`config.mk`:
```
export PLATFORM = sky130hd
export DESIGN_NAME = add_req_arbiter
export DESIGN_NICKNAME = d
export VERILOG_FILES = /design/src/rtl/add_req_arbiter.sv
export SDC_FILE = /design/constraint.sdc
export NUM_CORES = 1
export LEC_CHECK = 0
export ABC_CLOCK_PERIOD_IN_PS = 7100
export CORE_MARGIN = 1
export CORE_UTILIZATION = 52
export DETAILED_ROUTE_END_ITERATION = 10
export MAX_ROUTING_LAYER = met4
export PLACE_DENSITY = 0.85
export SLEW_MARGIN = 20
export SYNTH_ARGS = -nofsm -noshare
export SYNTH_HDL_FRONTEND = slang
export SYNTH_SLANG_ARGS = --single-unit
```
`constraint.sdc`:
```
create_clock -name clk -period 7.1 [get_ports clk]
set_input_delay 2.13 -clock clk [delete_from_list [all_inputs] [get_ports clk]]
set_output_delay 2.13 -clock clk [all_outputs]
set_load 0.02 [all_outputs]
```
`src/rtl/add_req_arbiter.sv`:
```
// add_req_arbiter: round-robin sharing of one external adder among N_REQ
// requesters. Operands are registered toward the adder. Each issued op is
// tagged with its requester id through an ADD_LAT-deep pipeline. Results
// land in a first-word-fall-through response FIFO. An outstanding-op credit
// counter keeps that FIFO from ever overflowing.
//
// Handshake rule, used on every interface of this block: a transfer happens
// in a cycle where valid and ready are both 1 at the rising edge. A
// requester that raises valid keeps valid and its operands stable until it
// sees ready. req_ready never depends on anything except req_valid, the
// round-robin pointer, the registered credit count and reset.
module add_req_arbiter #(
  parameter int N_REQ     = 4,
  parameter int add_width = 4,
  parameter int ADD_LAT   = 1,
  parameter int RSP_DEPTH = 4,
  localparam int IDW      = ($clog2(N_REQ) > 1) ? $clog2(N_REQ) : 1
) (
  input  logic                       clk,
  input  logic                       rst,
  input  logic [N_REQ-1:0]           req_valid,
  output logic [N_REQ-1:0]           req_ready,
  input  logic [N_REQ*add_width-1:0] req_a,
  input  logic [N_REQ*add_width-1:0] req_b,
  input  logic [N_REQ-1:0]           req_cin,
  output logic                       add_valid,
  output logic [add_width-1:0]       add_a,
  output logic [add_width-1:0]       add_b,
  output logic                       add_cin,
  input  logic [add_width-1:0]       add_sum,
  input  logic                       add_cout,
  output logic                       rsp_valid,
  input  logic                       rsp_ready,
  output logic [IDW-1:0]             rsp_id,
  output logic [add_width-1:0]       rsp_sum,
  output logic                       rsp_cout,
  output logic                       busy
);

  localparam int CW = $clog2(RSP_DEPTH + 1);
  localparam int AW = (RSP_DEPTH > 1) ? $clog2(RSP_DEPTH) : 1;
  localparam int EW = IDW + 1 + add_width;

  logic [IDW-1:0]         ptr;
  logic [CW-1:0]          outstanding;
  logic                   eligible;
  logic                   grant_found;
  logic [IDW-1:0]         grant_id;
  logic [IDW-1:0]         scan_id;
  logic                   hs;
  logic [IDW-1:0]         iss_id;
  logic [ADD_LAT-1:0]     tag_v;
  logic [ADD_LAT*IDW-1:0] tag_id;
  logic [ADD_LAT:0]       tag_v_ext;
  logic [(ADD_LAT+1)*IDW-1:0] tag_id_ext;
  logic                   push;
  logic                   pop;
  logic [IDW-1:0]         tail_id;
  logic [EW-1:0]          fifo_mem [RSP_DEPTH];
  logic [AW-1:0]          wr_ptr;
  logic [AW-1:0]          rd_ptr;
  logic [CW-1:0]          fifo_cnt;
  logic [EW-1:0]          fifo_head;

  function automatic logic [AW-1:0] ptr_inc(input logic [AW-1:0] p);
    return (p == AW'(RSP_DEPTH - 1)) ? '0 : p + AW'(1);
  endfunction

  // Credit check uses the registered count, so a pop frees a slot next cycle.
  assign eligible = (outstanding < CW'(RSP_DEPTH));

  // Round-robin scan starting at ptr; first valid requester wins.
  always_comb begin
    grant_found = 1'b0;
    grant_id    = '0;
    scan_id     = '0;
    for (int k = 0; k < N_REQ; k++) begin
      scan_id = IDW'((int'(ptr) + k) % N_REQ);
      if (!grant_found && req_valid[scan_id]) begin
        grant_found = 1'b1;
        grant_id    = scan_id;
      end
    end
  end

  // Grant is forced low while reset is asserted.
  assign hs        = rst && eligible && grant_found;
  assign req_ready = hs ? (N_REQ'(1) << grant_id) : '0;

  // Pointer moves just past the winner on every handshake.
  always_ff @(posedge clk or negedge rst) begin
    if (!rst) begin
      ptr <= '0;
    end else if (hs) begin
      ptr <= (grant_id == IDW'(N_REQ - 1)) ? '0 : grant_id + IDW'(1);
    end
  end

  // Register the winner's operands toward the adder; data holds when idle.
  always_ff @(posedge clk or negedge rst) begin
    if (!rst) begin
      add_valid <= 1'b0;
      add_a     <= '0;
      add_b     <= '0;
      add_cin   <= 1'b0;
      iss_id    <= '0;
    end else begin
      add_valid <= hs;
      if (hs) begin
        add_a   <= req_a[grant_id*add_width +: add_width];
        add_b   <= req_b[grant_id*add_width +: add_width];
        add_cin <= req_cin[grant_id];
        iss_id  <= grant_id;
      end
    end
  end

  assign tag_v_ext  = {tag_v, add_valid};
  assign tag_id_ext = {tag_id, iss_id};

  // Tag pipeline tracks which requester owns the result arriving each cycle.
  always_ff @(posedge clk or negedge rst) begin
    if (!rst) begin
      tag_v  <= '0;
      tag_id <= '0;
    end else begin
      tag_v  <= tag_v_ext[ADD_LAT-1:0];
      tag_id <= tag_id_ext[ADD_LAT*IDW-1:0];
    end
  end

  assign push    = tag_v[ADD_LAT-1];
  assign tail_id = tag_id[ADD_LAT*IDW-1 -: IDW];
  assign pop     = rsp_valid && rsp_ready;

  // Response storage; contents need no reset since fifo_cnt qualifies them.
  always_ff @(posedge clk) begin
    if (push) fifo_mem[wr_ptr] <= {tail_id, add_cout, add_sum};
  end

  // FIFO pointers and occupancy; simultaneous push and pop leave count unchanged.
  always_ff @(posedge clk or negedge rst) begin
    if (!rst) begin
      wr_ptr   <= '0;
      rd_ptr   <= '0;
      fifo_cnt <= '0;
    end else begin
      if (push) wr_ptr <= ptr_inc(wr_ptr);
      if (pop)  rd_ptr <= ptr_inc(rd_ptr);
      case ({push, pop})
        2'b10:   fifo_cnt <= fifo_cnt + CW'(1);
        2'b01:   fifo_cnt <= fifo_cnt - CW'(1);
        default: fifo_cnt <= fifo_cnt;
      endcase
    end
  end

  // Credits: one per op from grant until its response is popped.
  always_ff @(posedge clk or negedge rst) begin
    if (!rst) begin
      outstanding <= '0;
    end else begin
      case ({hs, pop})
        2'b10:   outstanding <= outstanding + CW'(1);
        2'b01:   outstanding <= outstanding - CW'(1);
        default: outstanding <= outstanding;
      endcase
    end
  end

  assign fifo_head = fifo_mem[rd_ptr];
  assign rsp_valid = (fifo_cnt != '0);
  assign rsp_id    = rsp_valid ? fifo_head[EW-1 -: IDW] : '0;
  assign rsp_cout  = rsp_valid ? fifo_head[add_width] : 1'b0;
  assign rsp_sum   = rsp_valid ? fifo_head[add_width-1:0] : '0;
  assign busy      = (outstanding != '0);

  // The credit scheme makes a push into a full FIFO impossible.
  a_no_overflow: assert property (@(posedge clk) disable iff (!rst)
    !(push && (fifo_cnt == CW'(RSP_DEPTH))));

endmodule
```
==> parameters.txt <==
Parameter                              Value

Synth
  Post-Syn Instances ... 188
  Post-synth top area share ... 0.317
  Post-synthesis sequential area ratio ... 0.572
  Mean area per synthesized cell ... 14.1 sq um
  Synth Register Bits ... 55
  Warnings, synthesis ... 0
  Post-synth design cell area ... 2650 sq um
  Net Count, Synth ... 249
  Netlist cell types ... 36
  Largest area contributor in the synthesized netlist ... edfxtp_1
  Top post-synthesis cells by area ... edfxtp_1 (32%), dfrtp_1 (25%), mux2i_1 (6.8%)

Clock tree
  Clock buffer count from CTS ... 5
  Clock latency on the worst-skew pair ... 300 ps
  Maximum clock insertion buffer count ... 2
  Hold-fix buffers, CTS ... 0
  Clock-pin slew on the worst setup and hold paths ... 90 ps
  Clock sink total ... 55
  H-tree depth ... 2
  Post-cts gate resize count ... 0
  Number of buffers inserted by post-CTS setup repair ... 0
  CTS tree ... done
  Root buf cell ... clkbuf_8

Floorplan
  Effective utilization at floorplan ... 0.550
  Number of rows in the core area ... 25
  Num ports ... 71
  Die area ... 5390 sq um
  Chip Width ... 73.4 um
  Placeable core region ... 4820 sq um
  Die Height ... 73.4 um

Finish
  Post-layout utilization of the core ... 0.728
  Final Net Count ... 323
  Most common cell after layout, fill and taps aside ... clkdlybuf4s50_1
  Commonest cells after routing, fill and taps aside ... clkdlybuf4s50_1 (70), edfxtp_1 (28), dfrtp_1 (27)
  N_diodes ... 0
  Number of standard cells in the layout, taps in and fillers out ... 330
  Layout cells sized above 1 ... 0.114
  Synthesis-to-layout area growth ... 32.2%

GRT
  Antenna violations before repair ... 0
  Pin count of the biggest net entering global routing ... 28
  Combined global-route utilization of all metal layers ... 0.207
  Via count of the first global-routing pass ... 1690
  Total congestion overflow after global routing ... 0
  Global-route wire length before repair ... 7.99 mm

STA
  Final worst hold slack ... 390 ps
  Tcrit/Tclk final ... 0.902
  Pins Over Slew Limit ... 0
  Final setup violation count ... 0
  Clock skew ... 8.91 ps
  Aggregate negative setup slack ... 0 ps
  Worst slew margin relative to its limit ... 0.649
  Post-layout minimum cycle time ... 6410 ps
  FMAX ... 156 MHz
  RSZ-0062 raised after global routing ... false
  Final hold violation count ... 0
  Actual slew at the worst max-slew pin ... 527 ps

Detailed routing
  Iteration-0 DRC count of the detailed router ... 101
  Length of routed wiring on met1 ... 2.25 mm
  First drt pass iteration count ... 4
  Highest routing layer actually used ... met4
  Count of nets left with antenna violations after detail routing ... 0
  Detailed Route WL ... 4.99 mm
  Routed wire length on met2 ... 2.49 mm
  Post-detailed-route wirelength per cell ... 15.1 um
  Residual DRC count ... 0
  Routed via count ... 1725
  Met3 layer wire length in the routed design ... 217 um
  Vias per cell ... 5.23

Place
  Post-DP HPWL ... 3.82 mm
  Input/output buffers ... 70
  Routability Congestion ... 0.756
  Placed instance count ... 322

Power and ir drop
  Leakage dissipation ... 1.44 nW
  Largest voltage drop on the vdd net ... 0.236 mV
  Areal power density over the cells ... 371 nW/um^2
  Sum of internal, switching and leakage power ... 1.30 mW

Setup path
  CP Data Arrival Time ... 4280 ps
  Crit path capture type ... output pin
  WS Path Type ... primary input to output pin
  Crit-path max FO ... 5
  Required time at the worst-slack endpoint ... 4970 ps
  Critical path startpoint category ... primary input

Min path
  Path category of the worst min-delay check ... flop to flop

Run
  Number of max-capacitance violations reported ... 0

Status
  Status ... completed
[metrics by stage]
stage / area [sq um] / setup slack (ps)
finish: 3500 / 694
global route: 3500 / 499
CTS: 3500 / 694
detailed placement: 3420 / 700
global placement: 3420 / 781
floorplan: 2650 / 1790
[layer usage]
metal / vias to the layer above / GRT usage
met1: 847 / 0.271
met4: 0 / 0.0406
met3: 2 / 0.0535
li1: 829 / -
met2: 47 / 0.331
met5: - / -
[state kept, by name (all words and copies together), names as in the netlist]
| register | flops |
|---|---|
| iss_id | 2 |
| add_b | 4 |
| outstanding | 3 |
| ptr | 2 |
| rd_ptr | 2 |
| wr_ptr | 2 |
| push | 1 |
| add_valid | 1 |
| tag_id | 2 |
| add_cin | 1 |
| fifo_cnt | 3 |
| add_a | 4 |
| fifo_mem | 28 |
[power by group]
part / total [mW] / internal (mW) / switching, mW
registers: 0.517 / 0.440 / 0.0771
logic: 0.616 / 0.319 / 0.297
clock network: 0.166 / 0.0696 / 0.0965
[path summary, 6_finish.rpt]
check	startpoint	to	slack, ps	cells after the start
setup reg to reg	outstanding[2]	outstanding[2]	4810	8
hold reg to reg	iss_id[0]	tag_id[0]	390	0
setup / recovery	req_valid[1]	req_ready[0]	690	8
hold / removal	iss_id[0]	tag_id[0]	390	0
min in group asynchronous	rst	outstanding[2]	2220	2
max in group asynchronous	rst	tag_id[0]	4610	2
[cell type report]
cell class / instances / area (sq um)
multi-input cells: 117 / 1060
flip-flops and latches: 55 / 1520
fillers: 345 / 1310
clock inverters: 3 / 18.8
repair buffers: 73 / 723
clock buffers: 5 / 68.8
well taps: 67 / 83.8
inverters: 10 / 37.5
[logic make-up after synthesis]
| family | count (synthesis) | share of synthesized area |
|---|---|---|
| XOR/XNOR | 6 | 0.0198 |
| multiplexers | 27 | 0.136 |
| AO/OA/AOI/OAI | 19 | 0.0685 |
| AND/OR/NAND/NOR | 52 | 0.107 |
| buffers and inverters | 16 | 0.0293 |
| adder cells (fa/ha/maj) | 13 | 0.0670 |
| flip-flops | 55 | 0.572 |
[synthesized netlist by cell type]
library cell and count:
xnor2_1 3, buf_2 2, nand2_2 2, inv_1 9, o221ai_1 8, buf_6 2
nor2b_2 1, and2_1 15, mux2_2 2, and2b_1 1, inv_2 1, xor2_1 3
or3_1 3, nor2b_1 3, edfxtp_1 28, dfrtp_1 27, a21o_1 2, nor2_4 1
nand2_1 17, nor2_1 5, o21ai_0 2, fa_1 2, o22ai_2 1, clkbuf_1 2
mux4_2 7, mux2i_1 18, a211oi_2 1, nor3b_2 1, nor3_1 2, o41ai_4 1
ha_1 11, o21a_1 1, o311ai_1 1, o211ai_1 1, o21ba_2 1, nor3b_1 1
[critical path: stages]
cell,delay [ps]
clkdlybuf4s50_1,620
nor2b_2,90
a211oi_2,340
nor2_4,90
inv_1,130
ha_1,160
and2_1,120
clkdlybuf4s50_1,600
Note: power is estimated with default switching activity, not from simulation.
